## config.mk

```make
export PLATFORM = sky130hd
export DESIGN_NAME = wdg_rst_ctl
export DESIGN_NICKNAME = d
export VERILOG_FILES = /design/src/rtl/wdg_rst_ctl_pkg.sv /design/src/rtl/wdg_rst_ctl_rise_det.sv /design/src/rtl/wdg_rst_ctl.sv
export SDC_FILE = /design/constraint.sdc
export NUM_CORES = 1
export LEC_CHECK = 0
export BUFFER_PORTS_ARGS = -buffer_cell sky130_fd_sc_hd__buf_2
export CORE_MARGIN = 2
export CORE_UTILIZATION = 60
export DETAILED_ROUTE_END_ITERATION = 8
export PLACE_DENSITY_LB_ADDON = 0.05
export SLEW_MARGIN = 15
export SYNTH_ARGS = -nofsm -noshare
export SYNTH_HDL_FRONTEND = slang
export SYNTH_SLANG_ARGS = --single-unit
```

## constraint.sdc

```tcl
create_clock -name clk_in -period 2.9 [get_ports clk_in]
set_clock_uncertainty 0.2 [all_clocks]
set_input_delay 0 -clock clk_in [delete_from_list [all_inputs] [get_ports clk_in]]
set_output_delay 0 -clock clk_in [all_outputs]
set_load 0.1 [all_outputs]
```

## src/rtl/wdg_rst_ctl_pkg.sv

```systemverilog
// Shared types for the watchdog / software reset-request generator.
package rst_pkg;

  typedef enum logic [1:0] {
    IDLE    = 2'd0,
    ARMED   = 2'd1,
    PULSE   = 2'd2,
    HOLDOFF = 2'd3
  } wdg_state_t;

  typedef enum logic [1:0] {
    CAUSE_NONE = 2'b00,
    CAUSE_SOFT = 2'b01,
    CAUSE_WDG  = 2'b10
  } rst_cause_t;

  function automatic int max3(input int a, input int b, input int c);
    int m;
    m = (a > b) ? a : b;
    return (m > c) ? m : c;
  endfunction

endpackage

```

## src/rtl/wdg_rst_ctl_rise_det.sv

```systemverilog
// One-flop rising-edge detector with synchronous active-low reset.
module rise_det (
  input  logic clk,
  input  logic rst_n,
  input  logic din,
  output logic rise
);

  logic prev;

  always_ff @(posedge clk) begin
    if (!rst_n) prev <= 1'b0;
    else        prev <= din;
  end

  assign rise = din & ~prev;

endmodule

```

## src/rtl/wdg_rst_ctl.sv

```systemverilog
// Reset-request generator: watchdog timeout or software request -> fixed low pulse + holdoff.
// Optional early-warning flag built only when WDG_WARN_EN is defined.
module wdg_rst_ctl
  import rst_pkg::*;
#(
  parameter int WDG_CYCLES     = 200000000,
  parameter int PULSE_CYCLES   = 16,
  parameter int HOLDOFF_CYCLES = 1024
) (
  input  logic       clk_in,
  input  logic       rst_n_in,
  input  logic       wdg_en_in,
  input  logic       wdg_kick_in,
  input  logic       soft_rst_req_in,
  output logic       rst_req_n_out,
  output logic       busy_out,
  output logic [1:0] cause_out,
  output logic       wdg_warn_out
);

  localparam int CW = $clog2(max3(WDG_CYCLES, PULSE_CYCLES, HOLDOFF_CYCLES)) + 1;
  localparam logic [CW-1:0] WDG_LAST   = CW'(WDG_CYCLES - 1);
  localparam logic [CW-1:0] PULSE_LAST = CW'(PULSE_CYCLES - 1);
  localparam logic [CW-1:0] HOLD_LAST  = CW'(HOLDOFF_CYCLES - 1);

  initial begin
    if (WDG_CYCLES < 2)     $error("wdg_rst_ctl: WDG_CYCLES must be >= 2");
    if (PULSE_CYCLES < 4)   $error("wdg_rst_ctl: PULSE_CYCLES must be >= 4");
    if (HOLDOFF_CYCLES < 1) $error("wdg_rst_ctl: HOLDOFF_CYCLES must be >= 1");
  end

  wdg_state_t    state, state_nxt;
  rst_cause_t    cause, cause_nxt;
  logic [CW-1:0] cnt, cnt_nxt;
  logic          soft_rise;
  logic          rst_req_n;
  logic          busy;

  rise_det u_soft_rise (
    .clk   (clk_in),
    .rst_n (rst_n_in),
    .din   (soft_rst_req_in),
    .rise  (soft_rise)
  );

  // A soft rise outranks everything outside PULSE/HOLDOFF; a kick outranks terminal count.
  always_comb begin
    state_nxt = state;
    cause_nxt = cause;
    cnt_nxt   = cnt + CW'(1);
    case (state)
      IDLE: begin
        cnt_nxt = '0;
        if (soft_rise) begin
          state_nxt = PULSE;
          cause_nxt = CAUSE_SOFT;
        end else if (wdg_en_in) begin
          state_nxt = ARMED;
        end
      end
      ARMED: begin
        if (soft_rise) begin
          state_nxt = PULSE;
          cause_nxt = CAUSE_SOFT;
        end else if (!wdg_en_in) begin
          state_nxt = IDLE;
        end else if (wdg_kick_in) begin
          cnt_nxt = '0;
        end else if (cnt == WDG_LAST) begin
          state_nxt = PULSE;
          cause_nxt = CAUSE_WDG;
        end
      end
      PULSE: begin
        if (cnt == PULSE_LAST) state_nxt = HOLDOFF;
      end
      HOLDOFF: begin
        if (cnt == HOLD_LAST) begin
          state_nxt = wdg_en_in ? ARMED : IDLE;
          cause_nxt = CAUSE_NONE;
        end
      end
      default: begin
        state_nxt = IDLE;
        cause_nxt = CAUSE_NONE;
      end
    endcase
    if (state_nxt != state) cnt_nxt = '0;
  end

  // Outputs are decoded from the next state so they are clean flops aligned with the state.
  always_ff @(posedge clk_in) begin
    if (!rst_n_in) begin
      state     <= IDLE;
      cause     <= CAUSE_NONE;
      cnt       <= '0;
      rst_req_n <= 1'b1;
      busy      <= 1'b0;
    end else begin
      state     <= state_nxt;
      cause     <= cause_nxt;
      cnt       <= cnt_nxt;
      rst_req_n <= (state_nxt != PULSE);
      busy      <= (state_nxt == PULSE) || (state_nxt == HOLDOFF);
    end
  end

  assign rst_req_n_out = rst_req_n;
  assign busy_out      = busy;
  assign cause_out     = cause;

`ifdef WDG_WARN_EN
  localparam logic [CW-1:0] WARN_AT = CW'(WDG_CYCLES / 2);
  logic warn;

  always_ff @(posedge clk_in) begin
    if (!rst_n_in) warn <= 1'b0;
    else           warn <= (state_nxt == ARMED) && (cnt_nxt >= WARN_AT);
  end

  assign wdg_warn_out = warn;
`else
  assign wdg_warn_out = 1'b0;
`endif

endmodule

```

Yosys cells after proc, flatten, opt, wreduce, memory -nomap -nowiden --
Cells that the tools add are included.
Word-level totals: input bits 5, flip-flop bits (word level) 36, output and inout bits 5, word-level logic and storage cells 51
Operators by class: equal/unequal tests 15, reduce and logical (&&, ||, !) cells 5, multiplexer cells 21, add/sub/neg operators 1, bitwise operators 3
Operators with widths (count):
- 29-bit two-way mux | 3
- 29-bit one-hot mux with 2 select lines | 1
- 29-bit by 1-bit adder with 29-bit output (second input constant) | 1
- 29-bit by 10-bit == test with 1-bit output (second input constant) | 1
- 29-bit by 28-bit == test with 1-bit output (second input constant) | 1
- 29-bit by 4-bit == test with 1-bit output (second input constant) | 1
- 2-bit two-way mux | 14
- 3-bit inequality test (second input constant) | 3
- 2-bit == test (second input constant) | 4
- 2-bit one-hot mux with 4 select lines | 1
- 2-bit inequality test (second input constant) | 3
- 2-bit one-hot mux with 3 select lines | 1
- 6-bit AND reduction | 1
- 3-bit nonzero test | 1
- 2-bit by 1-bit == test with 1-bit output (second input constant) | 1
- 2-bit logical NOT | 1
- 2-bit inequality test | 1
- 1-bit inverter | 2
- 2-bit OR reduction | 1
- 1-bit bitwise AND | 1
- 1-bit logical OR | 1
- 1-bit two-way mux | 1

Logic depth before layout (Yosys ltp) --
Gate-level depths: netlist of the first run.
depth in word-level cells 8, mapped depth 8, mapped depth without buffers 6

By module --
A second synthesis of the first run with hierarchy kept.
Second synthesis, totals: cell total of the unflattened synthesis 203, area total of the unflattened synthesis 1745.4 um^2
Modules (own cells, without submodules):
- wdg_rst_ctl | sequential area each 680.7 um^2, area an instance 1705.4 um^2, instances 1, cells each 200
- rise_det | sequential area each 20.0 um^2, area an instance 40.0 um^2, instances 1, cells each 3

Worst setup path before layout of the first run --
Ideal clock, no wire load.
path kind reg2reg, start register state[1], end register cnt[2], clock period less this slack 2463 ps, buffers on the path 1, stages on the path, launching flop included 7, arrival time 2142 ps, data required time 2579 ps, path slack 437 ps, path through dfxtp_1 -> nor4b_1 -> and3_1 -> a31oi_1 -> o21ai_2 -> buf_2 -> nor3_1
On the way: cells in the longest elaborated chain, start to end 7
Ends and longest elaborated chain:
- start: declaration | line wdg_rst_ctl.sv:32 | wdg_state_t state, state_nxt;
- start signal: assignment | line wdg_rst_ctl.sv:100 | state <= state_nxt;
- 2-bit two-way mux | line wdg_rst_ctl.sv:69 | end else if (cnt == WDG_LAST) begin
- 2-bit two-way mux | line wdg_rst_ctl.sv:67 | end else if (wdg_kick_in) begin
- 2-bit two-way mux | line wdg_rst_ctl.sv:65 | end else if (!wdg_en_in) begin
- 2-bit two-way mux | line wdg_rst_ctl.sv:62 | if (soft_rise) begin
- 2-bit one-hot mux with 4 select lines | line wdg_rst_ctl.sv:51 | case (state)
- 2-bit inequality test | line wdg_rst_ctl.sv:88 | if (state_nxt != state) cnt_nxt = '0;
- 2-bit OR reduction (no line)
- end signal: assignment | line wdg_rst_ctl.sv:102 | cnt <= cnt_nxt;
- end: declaration | line wdg_rst_ctl.sv:34 | logic [CW-1:0] cnt, cnt_nxt;
Several ways; a longest one is shown, not always the timed one. A chain may end at the register's enable or synchronous reset.

Worst setup path in the final report of the first run --
start register cnt[14], end register cnt[28]
On the way: cells in the longest elaborated chain, start to end 8
Ends and longest elaborated chain:
- branches (longest 8 deep; another with 29-bit by 1-bit adder with 29-bit output)
Parallel ways; which one is timed is not known.

==> out/qor_table.md, run 1 <==
| Metric | Reported |
| --- | --- |
| Vias in the first global route | 1562 |
| Max Freq | 0.376 GHz |
| Clock root cell | clkbuf_4 |
| DP Wirelength | 2.79 mm |
| Crit path max fanout | 27 |
| Power share of the combinational group | 0.107 |
| TritonCTS clock tree | yes |
| Unrepaired setup endpoints after global routing | no |
| Die span in x | 59.3 um |
| Starting density of the core | 0.615 |
| Crit Path Class | register to register |
| Routability congestion estimate from global placement | 0.854 |
| Required time reported for the critical path endpoint | 2.88 ns |
| Die boundary height | 59.3 um |
| Finished Cell Area | 2000 um2 |
| Final worst path period share | 0.916 |
| Port-buffer cells | 8 |
| Summed negative setup slack over all endpoints | 0 ns |
| Setup Fix Bufs, Post-CTS | 0 |
| Switching Share | 0.259 |
| DR iter-0 viols | 146 |
| Slew of the pin with the lowest slew margin | 1.08 ns |
| Final setup slack of the worst path | 0.243 ns |
| Global-route wire length before repair | 6.82 mm |
| H-Tree Depth | 2 |
| Post-route ant nets | 0 |
| Yosys synthesis warning count | 0 |
| Commonest cells after routing, fill and taps aside | nor3_1 (38), dfxtp_1 (35), xnor2_1 (20) |
| Tmin final | 2.66 ns |
| Layout area overhead | 9.22% |
| Critical Path Sink Type | register |
| CTS clock-pin slew for the worst setup and hold paths | 0.10 ns |
| Initial DRT Pass Iterations | 4 |
| Layout cells sized above 1 | 0.104 |
| Final setup violation count | 0 |
| Power per Cell Area | 441 nW/um2 |
| Part of the power in registers | 0.558 |
| Area enclosed by the die boundary | 3510 um2 |
| Number of standard-cell rows in the floorplan | 20 |
| Top-level I/O count | 10 |
| Number of buffers created by CTS | 5 |
| Overall overflow remaining after global route | 0 |
| CORE AREA | 2980 um2 |
| Leakage Power | 0.644 nW |
| Flop and latch count out of synthesis | 35 |
| Overall power consumption | 883 uW |
| Worst Hold Class | primary input to register |
| Internal Power | 654 uW |
| Count of unique library cells instantiated by Yosys | 40 |
| Post-Synthesis Net Count | 221 |
| Count of antenna diodes in the layout | 0 |
| Hold Violations, Final | 0 |
| Worst IR drop on VDD | 0.324 mV |
| Syn avg cell area | 8.52 um2 |
| Switching power of the nets | 229 uW |
| Wire per inst | 14.9 um |
| Sequential cell area fraction in the yosys report | 0.383 |
| Critical Path AT | 2.64 ns |
| Fillers | 247 |
| Pin count of the biggest net entering global routing | 28 |
| Post-Place Worst Slack | 0.244 ns |
| Combined area of the multi-input logic cells | 1050 um2 |
| Number of standard cells after synthesis | 215 |
| Clk_lat worst skew | 0.34 ns |
| Number of nets in the layout | 235 |
| Antenna violations before repair | 0 |
| Max-Cap Viols | 0 |
| Total routing usage reported by global routing | 0.256 |
| Worst hold margin | 0.295 ns |
| Total number of vias | 1617 |
| Relative slew slack | 0.277 |
| Count of clock tree sinks | 35 |
| Remaining design rule violation count | 0 |
| Detailed-route vias per instance | 6.15 |
| Critical Path Source Type | register |
| Result of the run | finished clean |
| Seq. cell area | 701 um2 |
| Cell area after synthesis | 1830 um2 |
| Number of buffers on the longest clock path | 2 |
| Clock network fraction of design power | 0.335 |
| Placed instance area | 1880 um2 |
| Final WL | 3.91 mm |
| Final count of pins violating max slew | 0 |
| Most common cell after layout, fill and taps aside | nor3_1 |
## stage by stage
step / util / std cells
floorplan: - / 215
global placement: 0.632 / 250
detailed placement: 0.632 / 250
CTS: 0.672 / 263
global route: 0.672 / 263
finish: 0.672 / 263
## worst paths after layout
path / end / slack, ns / depth (start not counted) / start
max reg2reg: cnt[28] / 0.24 / 5 / cnt[14]
max: cnt[28] / 0.24 / 5 / cnt[14]
min reg2reg: cause_out[1] / 0.31 / 2 / cause_out[1]
min: state[0] / 0.30 / 3 / rst_n_in
## repair_timing
item,in CTS,in global routing
gates resized for setup,0,0
setup endpoints to repair,0,0
endpoints found under the hold margin,8,0
hold buffers,5,0
## flip-flops by register name, summed over array words and instances (netlist names)
name and count:
cnt 29, cause_out 2, state 2, rst_req_n_out 1, u_soft_rise.prev 1
## kinds of logic (layout without fill, tap and decap cells)
kind of cell | count (synthesis) | after routing | synth area share
muxes | 1 | 1 | 0.00546
other | 1 | 1 | 0.00205
adders and majority gates | 1 | 1 | 0.00683
AOI/OAI and AO/OA | 14 | 14 | 0.0581
xor gates and xnor gates | 27 | 27 | 0.129
buffers and inverters | 15 | 30 | 0.0417
DFF | 35 | 35 | 0.383
and+or+nand+nor | 121 | 121 | 0.374
## synthesized netlist by cell type, drive strengths merged
master / number / area, um2
a21boi: 3 / 22.5
a21oi: 1 / 5.00
a31oi: 3 / 18.8
a41oi: 1 / 8.76
and2: 4 / 25.0
and3: 5 / 31.3
and4: 2 / 17.5
and4b: 2 / 20.0
buf: 7 / 46.3
clkbuf: 2 / 7.51
conb: 1 / 3.75
dfxtp: 35 / 701
ha: 1 / 12.5
inv: 6 / 22.5
mux2i: 1 / 10.0
nand2: 14 / 52.6
nand2b: 2 / 12.5
nand3: 9 / 45.0
nand3b: 1 / 7.51
nand4: 9 / 56.3
nand4b: 2 / 17.5
nor2: 11 / 41.3
nor2b: 2 / 12.5
nor3: 38 / 190
nor4: 8 / 65.1
nor4b: 3 / 26.3
o21a: 1 / 7.51
o21ai: 3 / 18.8
o31a: 1 / 8.76
o32ai: 1 / 16.3
or2: 2 / 12.5
or3: 3 / 18.8
or4: 4 / 33.8
xnor2: 20 / 175
xor2: 7 / 61.3
## power by group through the flow
stage          combinational, mW  clock (mW)  sequential [mW]
2_1_floorplan             0.0510           0            0.527
3_3_place_gp              0.0870           0            0.504
3_5_place_dp              0.0883           0            0.504
4_1_cts                   0.0937       0.310            0.493
5_1_grt                    0.102       0.329            0.494
6_report                  0.0941       0.296            0.493
## final cells by class
class                           count  share of cell area
Timing Repair Buffer               16              0.0563
Multi-Input combinational cell    165               0.527
Inverter                            6              0.0113
Tap cell                           33              0.0206
Sequential cell                    35               0.350
Clock buffer                        8              0.0344
## worst max-delay path, cell delays in order (launching register included)
cell and delay (ns):
dfxtp_1 0.37, or4_1 0.59, nor3_1 0.24, a31oi_1 0.13, o21ai_2 0.84, nor3_1 0.12
## routing by layer
layer | part of all wire | track usage
met1 | 0.46 | 0.322
met2 | 0.47 | 0.427
met3 | 0.059 | 0.0590
met4 | 0.015 | 0.0877
met5 | 0 | 0
Note: power is estimated with default switching activity, not from simulation.
==> inputs of run 2 (changes only) <==
- PLACE_DENSITY: not set -> 0.79
- PLACE_DENSITY_LB_ADDON: 0.05 -> not set
==> run 2 against run 1 <==
  * Flip-flop and latch count is the same
  * Global-route usage shrank 0.63 points
  * Die area is the same
  * Critical path depth is the same
  * Largest power group unchanged
  * Register-to-register slack gained 0.04 ns
  * Sequential power is essentially flat
  * Final cell count shrank 0.76%
  * Non-clock buffer count shrank 2
  * Worst setup slack gained 0.038 ns
  * Fmax grew 1.5%
  * Wire length grew 0.46%
  * First-iteration DRC count shrank 6.2%
==> out/qor_table.md, run 2 (synthesized netlist as in run 1, its figures left out) <==
| Metric | Reported |
| --- | --- |
| Result of the run | finished clean |
| Overall power consumption | 882 uW |
| Critical Path Sink Type | register |
| Required time reported for the critical path endpoint | 2.89 ns |
| Crit Path Class | register to register |
| Number of buffers created by CTS | 5 |
| Antenna violations before repair | 0 |
| Routability congestion estimate from global placement | 0.889 |
| Combined area of the multi-input logic cells | 1050 um2 |
| Leakage Power | 0.635 nW |
| DP Wirelength | 2.81 mm |
| Total number of vias | 1612 |
| Overall overflow remaining after global route | 0 |
| Final WL | 3.93 mm |
| Critical Path AT | 2.61 ns |
| Starting density of the core | 0.615 |
| Worst IR drop on VDD | 0.309 mV |
| CTS clock-pin slew for the worst setup and hold paths | 0.10 ns |
| Number of flip-flops under the largest register name | 29 |
| Unrepaired setup endpoints after global routing | no |
| Final worst path period share | 0.903 |
| Commonest cells after routing, fill and taps aside | nor3_1 (38), dfxtp_1 (35), xnor2_1 (20) |
| Layout area overhead | 8.26% |
| Critical Path Source Type | register |
| Fraction of the core area covered by cells at the end of the flow | 0.666 |
| Resized cells post-CTS | 0 |
| Number of buffers on the longest clock path | 2 |
| Initial DRT Pass Iterations | 5 |
| Final count of pins violating max slew | 0 |
| Pin count of the biggest net entering global routing | 30 |
| Hold Violations, Final | 0 |
| Most common cell after layout, fill and taps aside | nor3_1 |
| Seq. cell area | 701 um2 |
| Detailed-route vias per instance | 6.18 |
| Port-buffer cells | 8 |
| Wire per inst | 15.1 um |
| H-Tree Depth | 2 |
| CORE AREA | 2980 um2 |
| Remaining design rule violation count | 0 |
| Power per Cell Area | 445 nW/um2 |
| Relative slew slack | 0.296 |
| Worst setup path endpoint | cnt[21] |
| Post-route ant nets | 0 |
| Finished Cell Area | 1980 um2 |
| Setup Fix Bufs, Post-CTS | 0 |
| Layout cells sized above 1 | 0.101 |
| Count of antenna diodes in the layout | 0 |
| Worst Hold Class | primary input to register |
| DR iter-0 viols | 137 |
| Final setup violation count | 0 |
| Summed negative setup slack over all endpoints | 0 ns |
| Die boundary height | 59.3 um |
| Top-level I/O count | 10 |
| Launch point of the worst path | cnt[19] |
| Largest reg by FF count | cnt |
| Die span in x | 59.3 um |
| Max Freq | 0.382 GHz |
| Clock root cell | clkbuf_4 |
| Area enclosed by the die boundary | 3510 um2 |
| Worst reg2reg endpoint | cnt[21] |
| R2R Path Start | cnt[19] |
| Global-route wire length before repair | 6.62 mm |
| Register-to-register setup slack | 0.28 ns |
| TritonCTS clock tree | yes |
| Clk_lat worst skew | 0.34 ns |
| Number of cells traversed by the worst register-to-register path | 5 |
| Crit path max fanout | 27 |
| Number of nets in the layout | 233 |
| Vias in the first global route | 1539 |
| Fillers | 253 |
| Slew of the pin with the lowest slew margin | 1.06 ns |
| Total routing usage reported by global routing | 0.249 |
| Max-Cap Viols | 0 |
| Count of clock tree sinks | 35 |
| Number of standard-cell rows in the floorplan | 20 |
| Tmin final | 2.62 ns |
| Placed instance area | 1870 um2 |
run 2: cell count changes in the layout (fill, tap and decap cells not counted), sizes merged:
cell / change
dlygate4sd3: -1
buf: -1
run 2: how the worst min path moves through the flow:
stage / endpoint / slack, ns / cells past startpoint / start
floorplan: cause_out[0] / -0.08 / 1 / rst_n_in
global placement: u_soft_rise.prev / 0.02 / 2 / soft_rst_req_in
detailed placement: u_soft_rise.prev / 0.02 / 2 / soft_rst_req_in
CTS: cause_out[1] / 0.004 / 4 / wdg_kick_in
global route: cause_out[1] / 0.03 / 4 / wdg_kick_in
finish: cause_out[1] / 0.008 / 4 / wdg_kick_in
run 2: per-layer routing:
layer,up-vias,track usage,part of all wire
met1,774,0.297,0.45
met4,0,0.104,0.014
met3,7,0.0655,0.035
li1,802,-,-
met5,-,0,0
met2,29,0.422,0.50
run 2: metrics by stage:
stage | hold slack (ns) | instances | setup WS, ns
3_5_place_dp | 0.0233 | 249 | 0.292
3_3_place_gp | 0.0220 | 249 | 0.331
4_1_cts | 0.00412 | 261 | 0.280
5_1_grt | 0.0335 | 261 | 0.0681
6_report | 0.00841 | 261 | 0.281
2_1_floorplan | -0.0824 | 215 | 0.437
run 2: critical path: stages (launching register included):
cell and delay (ns):
dfxtp_1 0.39, or4_1 0.57, nor3_1 0.23, a31oi_1 0.13, o21ai_2 0.82, nor3_1 0.13
run 2: power breakdown:
group | switching [mW] | internal, mW
clock network | 0.156 | 0.143
logic | 0.0685 | 0.0224
registers | 0.00658 | 0.486
total | 0.231 | 0.651
run 2: what timing repair did:
action	CTS	global route
setup endpoints to repair	0	0
endpoints found under the hold margin	8	0
hold buffers	4	0
run 2: final cells by class:
class,instances,area share
multi-input cells,165,0.532
flip-flops and latches,35,0.353
inverters,6,0.0114
repair buffers,14,0.0479
clock buffers,8,0.0347
well taps,33,0.0208
==> inputs of run 3 (changes only) <==
- CELL_PAD_IN_SITES_DETAIL_PLACEMENT: not set -> 1
- CELL_PAD_IN_SITES_GLOBAL_PLACEMENT: not set -> 2
- CORE_UTILIZATION: 60 -> 37
- PLACE_DENSITY: 0.79 -> not set
- PLACE_DENSITY_LB_ADDON: not set -> 0.1
==> run 3 against run 2 <==
  * Die area rose by 57%
  * Wire length rose by 26%
  * Sequential share of layout area shrank 1.4 points
  * Non-clock buffer count increased by 3
  * Critical path type unchanged
==> out/qor_table.md, run 3 (synthesized netlist as in run 1, its figures left out) <==
| Metric | Reported |
| --- | --- |
| Result of the run | finished clean |
| Unrepaired setup endpoints after global routing | no |
| Routability congestion estimate from global placement | 0.836 |
| Remaining design rule violation count | 0 |
| Port-buffer cells | 8 |
| Hold Violations, Final | 0 |
| Crit Path Class | register to register |
| Number of buffers on the longest clock path | 2 |
| Crit path max fanout | 15 |
| R2R Path Start | cnt[10] |
| Vias in the first global route | 1692 |
| Final setup violation count | 0 |
| Power per Cell Area | 447 nW/um2 |
| Most common cell after layout, fill and taps aside | nor3_1 |
| Wire per inst | 16.7 um |
| Die boundary height | 74.4 um |
| Overall power consumption | 922 uW |
| Area enclosed by the die boundary | 5530 um2 |
| Final worst path period share | 0.908 |
| Top-level I/O count | 10 |
| Die span in x | 74.4 um |
| H-Tree Depth | 2 |
| Fraction of the core area covered by cells at the end of the flow | 0.434 |
| Commonest cells after routing, fill and taps aside | nor3_1 (38), dfxtp_1 (35), xnor2_1 (20) |
| Critical Path Sink Type | register |
| Number of nets in the layout | 236 |
| Global-route wire length before repair | 8.25 mm |
| Detailed-route vias per instance | 5.53 |
| Total routing usage reported by global routing | 0.198 |
| DP Wirelength | 3.60 mm |
| Summed negative setup slack over all endpoints | 0 ns |
| Largest reg by FF count | cnt |
| Max-Cap Viols | 0 |
| Number of buffers created by CTS | 5 |
| Leakage Power | 0.649 nW |
| Worst IR drop on VDD | 0.236 mV |
| Number of standard-cell rows in the floorplan | 25 |
| Final WL | 4.96 mm |
| Worst min-delay path startpoint | wdg_kick_in |
| Number of flip-flops under the largest register name | 29 |
| CORE AREA | 4750 um2 |
| Clock root cell | clkbuf_8 |
| Pin count of the biggest net entering global routing | 16 |
| Max Freq | 0.380 GHz |
| CTS clock-pin slew for the worst setup and hold paths | 0.07 ns |
| Starting density of the core | 0.385 |
| Launch point of the worst path | cnt[10] |
| Antenna violations before repair | 0 |
| Worst Hold Class | primary input to register |
| Count of clock tree sinks | 35 |
| Clk_lat worst skew | 0.29 ns |
| Initial DRT Pass Iterations | 4 |
| Tmin final | 2.63 ns |
| Critical Path Source Type | register |
| Layout area overhead | 12.6% |
| Post-route ant nets | 0 |
| Final count of pins violating max slew | 0 |
| Count of antenna diodes in the layout | 0 |
| Layout cells sized above 1 | 0.105 |
| TritonCTS clock tree | yes |
| Required time reported for the critical path endpoint | 2.88 ns |
| Overall overflow remaining after global route | 0 |
| Critical Path AT | 2.61 ns |
| Total number of vias | 1636 |
| DR iter-0 viols | 35 |
run 3: cell types whose count changed in the layout (fill, tap and decap cells not counted):
cell	before	now
clkbuf_4	5	0
buf_4	2	5
clkbuf_8	2	5
o32ai_2	1	0
o32ai_4	0	1
run 3: per-layer routing:
metal	wire length, um	vias up	GRT usage
li1	-	803	-
met1	2340	802	0.243
met2	2380	22	0.336
met3	153	9	0.0474
met4	86	0	0.0754
met5	0	-	0
run 3: worst paths after layout:
check	cells after the start	slack [ns]	end
max	6	0.27	cnt[18]
min	4	0.07	cause_out[1]
max reg2reg	6	0.27	cnt[18]
min reg2reg	2	0.30	cause_out[1]
run 3: through the flow:
step	hold WS (ns)	setup WS (ns)	std cells	area (um2)
2_1_floorplan	-0.0824	0.437	215	1830
3_3_place_gp	0.0187	0.348	286	1950
5_1_grt	0.0965	0.0611	296	2060
3_5_place_dp	0.0270	0.304	286	1950
6_report	0.0711	0.266	296	2060
4_1_cts	0.0661	0.287	296	2060
run 3: final cells by class:
type,instances,area (um2)
timing repair buffer,17,118
tap,67,83.8
inverter,6,22.5
multi-input combinational,165,1070
fill,584,2690
sequential,35,701
clock buffer,6,72.6
run 3: power breakdown:
group	switching, mW	total, mW	internal, mW
clock network	0.165	0.325	0.160
logic	0.0750	0.103	0.0280
registers	0.00704	0.494	0.487
total	0.248	0.922	0.675
run 3: repair_timing:
action	CTS	global route
buffers inserted	0	0
resized for setup	0	0
hold endpoints to repair	8	0
setup endpoints to repair	0	0
hold buffers	4	0
run 3: critical path, stage by stage, from the launching register on:
cell	delay, ns
dfxtp_1	0.37
or4_1	0.66
nor4_4	0.48
a31oi_1	0.21
o32ai_4	0.26
buf_4	0.26
nor3_1	0.09
